`src/rtl/weight_ram_loader.sv`:
```
// Packs a serial stream of k*k weights per slice into zero-padded KERNEL_SIZE_MAX^2 words and writes one slice per RAM strobe.
// The stream stalls by dropping in_ready while a slice is written; requests are taken only when idle.
module weight_ram_loader #(
  parameter int DATA_WIDTH      = 16,
  parameter int KERNEL_SIZE_MAX = 5,
  parameter int ADDR_WIDTH      = 10,
  parameter int SLICE_CNT_WIDTH = 10
) (
  input  logic                                                clk,
  input  logic                                                rst_n,
  input  logic                                                start,
  input  logic [2:0]                                          kernel_size,
  input  logic [SLICE_CNT_WIDTH-1:0]                          slice_count,
  input  logic [ADDR_WIDTH-1:0]                               base_addr,
  input  logic                                                in_valid,
  input  logic [DATA_WIDTH-1:0]                               in_data,
  output logic                                                in_ready,
  output logic                                                ena_w,
  output logic [ADDR_WIDTH-1:0]                               addr_write,
  output logic [KERNEL_SIZE_MAX*KERNEL_SIZE_MAX*DATA_WIDTH-1:0] din,
  output logic                                                busy,
  output logic                                                done,
  output logic                                                err
);

  localparam int SLOTS = KERNEL_SIZE_MAX * KERNEL_SIZE_MAX;
  localparam int WCW   = $clog2(SLOTS + 1);

  localparam logic [1:0] S_IDLE    = 2'd0;
  localparam logic [1:0] S_COLLECT = 2'd1;
  localparam logic [1:0] S_WRITE   = 2'd2;
  localparam logic [1:0] S_DONE    = 2'd3;

  logic [1:0]                 state_q, state_d;
  logic [WCW-1:0]             k_sq_q, k_sq_d;
  logic [WCW-1:0]             word_cnt_q, word_cnt_d;
  logic [SLICE_CNT_WIDTH-1:0] slice_cnt_q, slice_cnt_d;
  logic [SLICE_CNT_WIDTH-1:0] slice_idx_q, slice_idx_d;
  logic [ADDR_WIDTH-1:0]      base_q, base_d;
  logic                       err_flag_q, err_flag_d;
  logic [SLOTS*DATA_WIDTH-1:0] slice_buf_q, slice_buf_d;

  logic                  in_ready_q, ena_w_q, busy_q, done_q, err_q;
  logic [ADDR_WIDTH-1:0] addr_q;

  logic [5:0] k_sq6;
  logic       accept;

  assign k_sq6  = {3'b000, kernel_size} * {3'b000, kernel_size};
  assign accept = in_valid && in_ready_q;

  always_comb begin
    state_d     = state_q;
    k_sq_d      = k_sq_q;
    word_cnt_d  = word_cnt_q;
    slice_cnt_d = slice_cnt_q;
    slice_idx_d = slice_idx_q;
    base_d      = base_q;
    err_flag_d  = err_flag_q;
    slice_buf_d = slice_buf_q;
    case (state_q)
      S_IDLE: begin
        if (start) begin
          k_sq_d      = WCW'(k_sq6);
          slice_cnt_d = slice_count;
          base_d      = base_addr;
          slice_idx_d = '0;
          word_cnt_d  = '0;
          if (kernel_size == 3'd0 || kernel_size > 3'(KERNEL_SIZE_MAX)) begin
            err_flag_d = 1'b1;
            state_d    = S_DONE;
          end else if (slice_count == '0) begin
            err_flag_d = 1'b0;
            state_d    = S_DONE;
          end else begin
            err_flag_d = 1'b0;
            state_d    = S_COLLECT;
          end
        end
      end
      S_COLLECT: begin
        if (accept) begin
          slice_buf_d[int'(word_cnt_q)*DATA_WIDTH +: DATA_WIDTH] = in_data;
          word_cnt_d = word_cnt_q + WCW'(1);
          if (word_cnt_q == k_sq_q - WCW'(1)) begin
            state_d = S_WRITE;
          end
        end
      end
      S_WRITE: begin
        // The slice has been presented this cycle; start the next one from an all-zero buffer.
        slice_buf_d = '0;
        word_cnt_d  = '0;
        if (slice_idx_q == slice_cnt_q - SLICE_CNT_WIDTH'(1)) begin
          state_d = S_DONE;
        end else begin
          slice_idx_d = slice_idx_q + SLICE_CNT_WIDTH'(1);
          state_d     = S_COLLECT;
        end
      end
      default: begin
        state_d = S_IDLE;
      end
    endcase
  end

  always_ff @(posedge clk or negedge rst_n) begin
    if (!rst_n) begin
      state_q     <= S_IDLE;
      k_sq_q      <= '0;
      word_cnt_q  <= '0;
      slice_cnt_q <= '0;
      slice_idx_q <= '0;
      base_q      <= '0;
      err_flag_q  <= 1'b0;
      slice_buf_q <= '0;
      in_ready_q  <= 1'b0;
      ena_w_q     <= 1'b0;
      busy_q      <= 1'b0;
      done_q      <= 1'b0;
      err_q       <= 1'b0;
      addr_q      <= '0;
    end else begin
      state_q     <= state_d;
      k_sq_q      <= k_sq_d;
      word_cnt_q  <= word_cnt_d;
      slice_cnt_q <= slice_cnt_d;
      slice_idx_q <= slice_idx_d;
      base_q      <= base_d;
      err_flag_q  <= err_flag_d;
      slice_buf_q <= slice_buf_d;
      // Strobes are decoded from the next state so they line up with the state they describe.
      in_ready_q  <= (state_d == S_COLLECT);
      ena_w_q     <= (state_d == S_WRITE);
      busy_q      <= (state_d != S_IDLE);
      done_q      <= (state_d == S_DONE);
      err_q       <= (state_d == S_DONE) && err_flag_d;
      if (state_d == S_WRITE) begin
        addr_q <= base_q + ADDR_WIDTH'(slice_idx_d);
      end
    end
  end

  assign in_ready   = in_ready_q;
  assign ena_w      = ena_w_q;
  assign addr_write = addr_q;
  assign din        = slice_buf_q;
  assign busy       = busy_q;
  assign done       = done_q;
  assign err        = err_q;

endmodule

```
`config.mk`:
```
export PLATFORM = sky130hd
export DESIGN_NAME = weight_ram_loader
export DESIGN_NICKNAME = d
export VERILOG_FILES = /design/src/rtl/weight_ram_loader.sv
export SDC_FILE = /design/constraint.sdc
export NUM_CORES = 1
export LEC_CHECK = 0
export CAP_MARGIN = 40
export CELL_PAD_IN_SITES_DETAIL_PLACEMENT = 1
export CELL_PAD_IN_SITES_GLOBAL_PLACEMENT = 2
export CORE_MARGIN = 3
export CORE_UTILIZATION = 28
export CTS_BUF_LIST = sky130_fd_sc_hd__clkbuf_4 sky130_fd_sc_hd__clkbuf_8 sky130_fd_sc_hd__clkbuf_16
export DETAILED_ROUTE_END_ITERATION = 8
export GPL_TIMING_DRIVEN = 0
export PLACE_DENSITY = 0.8
export SLEW_MARGIN = 20
export SYNTH_ARGS = -nofsm -noshare
export SYNTH_HDL_FRONTEND = slang
export SYNTH_SLANG_ARGS = --single-unit
```
`constraint.sdc`:
```
create_clock -name clk -period 4.2 [get_ports clk]
set_input_delay 1.05 -clock clk [delete_from_list [all_inputs] [get_ports clk]]
set_output_delay 1.05 -clock clk [all_outputs]
set_load 0.005 [all_outputs]
```
==> results.md <==
- Status: completed
- Tcrit/Tclk final: 98.39%
- Min Hold Slack: 328.9 ps
- Pwr dens: 652.1 nW/um^2
- Initial antenna violation count: 1
- Commonest non-fill, non-tap cell in the layout: clkdlybuf4s50_1
- Setup violations, final: 0
- # clock sinks: 457
- Final WL: 82.39 mm
- Type of origin of the critical path: flop
- Most used cell, CP: nor4_4
- Rel. slew slack: 32.57%
- Area growth syn-to-layout: 43.33%
- EDFF count, synth: 0
- Layout Cells excl Fill: 3275
- GRT Total Usage: 22.83%
- Critical path required time: 4670 ps
- Fin nets: 2433
- Most frequent cells in the layout: 456 x clkdlybuf4s50_1, 452 x dfrtp_1, 404 x nand2_1
- Buf/Inv on CP: 1
- Crit path arrival time: 4600 ps
- CTS Buffer Depth: 3
- Filler instances: 7319
- H-tree depth reported by CTS: 2
- CP max stage cell: or4b_4
- Via count: 16810
- Clock Skew: 26.05 ps
- Final worst slack: 67.43 ps
- Number of global-route vias before repair: 17800
- CP Cell Sequence: nor4_4 -> nand2_1 -> mux2_2 -> nor2_4 -> o21ai_4 -> buf_6 -> nor4_4 -> mux2i_2 -> ha_1 -> nand3_1 -> o21bai_1 -> or4b_4 -> a211o_1 -> nand3_2 -> and4b_1 -> a221o_1
- Remaining DRCs: 0
- Final min period: 4133 ps
- Max rail drop VDD: 0.0003418 V
- First-pass GRT wire length: 121.0 mm
- Initial DRT Pass Iterations: 5
- Fin. max-slew vios: 0
- Critical path's largest stage delay: 570 ps
- CP Max Fanout: 6
- RSZ-0062 raised after global routing: yes
- Dpl ws: -386.5 ps
- Root buf cell: clkbuf_16
- Utilization after layout: 40.77%
- GRT overflow: 0
- Drt first-iter violations: 1129
- Syn. warnings: 0
- Initial Util: 28.44%
- FMAX: 242.0 MHz
- Leakage: 0.01144 uW
- Port Buffers: 457
- Endpoints failing hold: 0
- Max_cap viols: 0
- Crit path kind: flop to flop
- Cell Rows: 94
- Post-Syn Instances: 1815
- Most used DFF post-synth: dfrtp_1
- Largest net degree at the start of global routing: 103
- Mapped Avg Cell Area: 10.36 sq um
- Core Area: 66100 sq um
- IO Pins: 458
- Die Ht: 265.1 um
- Setup crit end kind: flop
- Worst hold path type: input port to async pin
- Clk slew on worst S/H paths: 60 ps
- Seq/Total Area, Yosys: 60.83%
- Vias/cell: 5.131
- DRT antenna net count: 0
- Crit path max-delay family: simple AND/OR/NAND/NOR gates
- Worst skew pair latency: 610 ps
- Cell variety after synth: 68
- Dpl hpwl: 62.10 mm
- WL/cell: 25.16 um
- Die extent in x: 265.1 um
- Placed Cells: 3155
- Final GP Congestion: 0.8390
- CTS tree: done
- Syn_nets: 1875
- Setup TNS: 0 ps
- Asr flop ratio synth: 100.0%
- Layout cells sized above 1: 9.083%
- Diodes inserted: 0
- Mapped Area: 18800 sq um
- Least-Margin Pin Slew: 1008 ps
- Yosys reg bits: 457
- Num CTS Buffers: 52
- Die area: 70290 sq um
==> cell families (layout without fill, tap and decap cells) <==
logic type,after synthesis,in the layout,share of synthesized area [%]
simple gates,696,696,16.56
flops,457,457,60.83
compound gates,450,450,15.95
buf+inv,148,744,3.115
xor+xnor,28,28,1.344
mux,19,19,1.032
fa+ha+maj,17,17,1.171
==> cells in the mapped netlist (4+ instances only) <==
| master | instances | area, sq um |
|---|---|---|
| and3_1 | 8 | 50.05 |
| nor2b_1 | 15 | 93.84 |
| inv_1 | 19 | 71.32 |
| nor3b_1 | 4 | 30.03 |
| and2_1 | 6 | 37.54 |
| o31ai_1 | 42 | 315.3 |
| nand2b_1 | 12 | 75.07 |
| or3_1 | 4 | 25.02 |
| xor2_1 | 12 | 105.1 |
| o21ai_2 | 9 | 78.83 |
| buf_1 | 12 | 45.04 |
| nor2_1 | 64 | 240.2 |
| clkbuf_1 | 105 | 394.1 |
| ha_1 | 16 | 200.2 |
| o21ai_0 | 193 | 965.9 |
| a31oi_1 | 7 | 43.79 |
| nor3_1 | 28 | 140.1 |
| dfrtp_1 | 457 | 11440 |
| a21oi_1 | 54 | 270.3 |
| a32o_1 | 45 | 450.4 |
| nand2_1 | 404 | 1516 |
| xnor2_1 | 15 | 131.4 |
| mux2i_1 | 16 | 160.2 |
| o2bb2ai_1 | 36 | 315.3 |
| a22o_1 | 40 | 350.3 |
| nor4_1 | 7 | 43.79 |
| nand3_1 | 100 | 500.5 |
| nand4_1 | 20 | 125.1 |
| buf_2 | 9 | 45.04 |
==> layout make-up <==
type | count | area [sq um] | share of cell area, %
plain buffers | 127 | 506.7 | 1.880
clock buffers | 65 | 1454 | 5.395
clock inverters | 27 | 265.3 | 0.9844
inverters | 19 | 73.82 | 0.2739
multi-input cells | 1210 | 6997 | 25.96
flip-flops and latches | 457 | 11440 | 42.46
well taps | 864 | 1081 | 4.012
repair buffers | 506 | 5127 | 19.03
==> worst register-to-register path, cell delays in order (launching register included) <==
cell,delay [ps]
dfrtp_2,460
nor4_4,320
nand2_1,110
mux2_2,310
nor2_4,170
o21ai_4,100
buf_6,180
nor4_4,170
mux2i_2,320
ha_1,300
nand3_1,80
o21bai_1,90
or4b_4,570
a211o_1,290
nand3_2,80
and4b_1,190
a221o_1,260
==> path summary, 6_finish.rpt <==
kind                       slack, ps                       start  depth (start not counted)                         to
setup / recovery                  70  slice_cnt_q[6]$_DFFE_PN0P_                         16  addr_write[9]$_DFFE_PN0P_
hold / removal                   330                       rst_n                          1       din[314]$_DFFE_PN0P_
min in group clk                 480        din[204]$_DFFE_PN0P_                          2       din[204]$_DFFE_PN0P_
max in group asynchronous       2110                       rst_n                          4       din[134]$_DFFE_PN0P_
hold reg to reg                  480        din[204]$_DFFE_PN0P_                          2       din[204]$_DFFE_PN0P_
setup reg to reg                  70  slice_cnt_q[6]$_DFFE_PN0P_                         16  addr_write[9]$_DFFE_PN0P_
==> timing repair <==
action                     4_1_cts  5_1_grt
setup buffers                    6       19
pin swaps                        4       21
resized for setup               20       32
hold buffers                     0        0
setup endpoints to repair        4       37
==> state kept, by name (all words and copies together), names as in the netlist <==
signal / flops
err_flag_q: 1
done: 1
ena_w: 1
base_q: 10
slice_idx_q: 10
din: 400
err: 1
slice_cnt_q: 10
in_ready: 1
k_sq_q: 4
busy: 1
word_cnt_q: 5
addr_write: 10
state_q: 2
==> power breakdown <==
| group | internal (uW) | switching, uW |
|---|---|---|
| Combinational | 2970 | 3630 |
| Clock | 2650 | 1960 |
| Sequential | 5530 | 838 |
| Total | 11100 | 6420 |
==> metal layers <==
layer | up-vias | global-route usage (%) | wire length [um]
met5 | - | 0 | 13
met4 | 2 | 8.032 | 3179
met3 | 146 | 5.032 | 4933
met2 | 503 | 39.09 | 40020
met1 | 8673 | 28.52 | 34250
li1 | 7481 | - | -
==> metrics by stage <==
step | area [sq um] | total power (uW)
floorplan | 18800 | 8775
global placement | 24460 | 12540
detailed placement | 24770 | 12780
CTS | 26620 | 17560
global route | 26950 | 18530
finish | 26950 | 17570
Note: power is estimated with default switching activity, not from simulation.
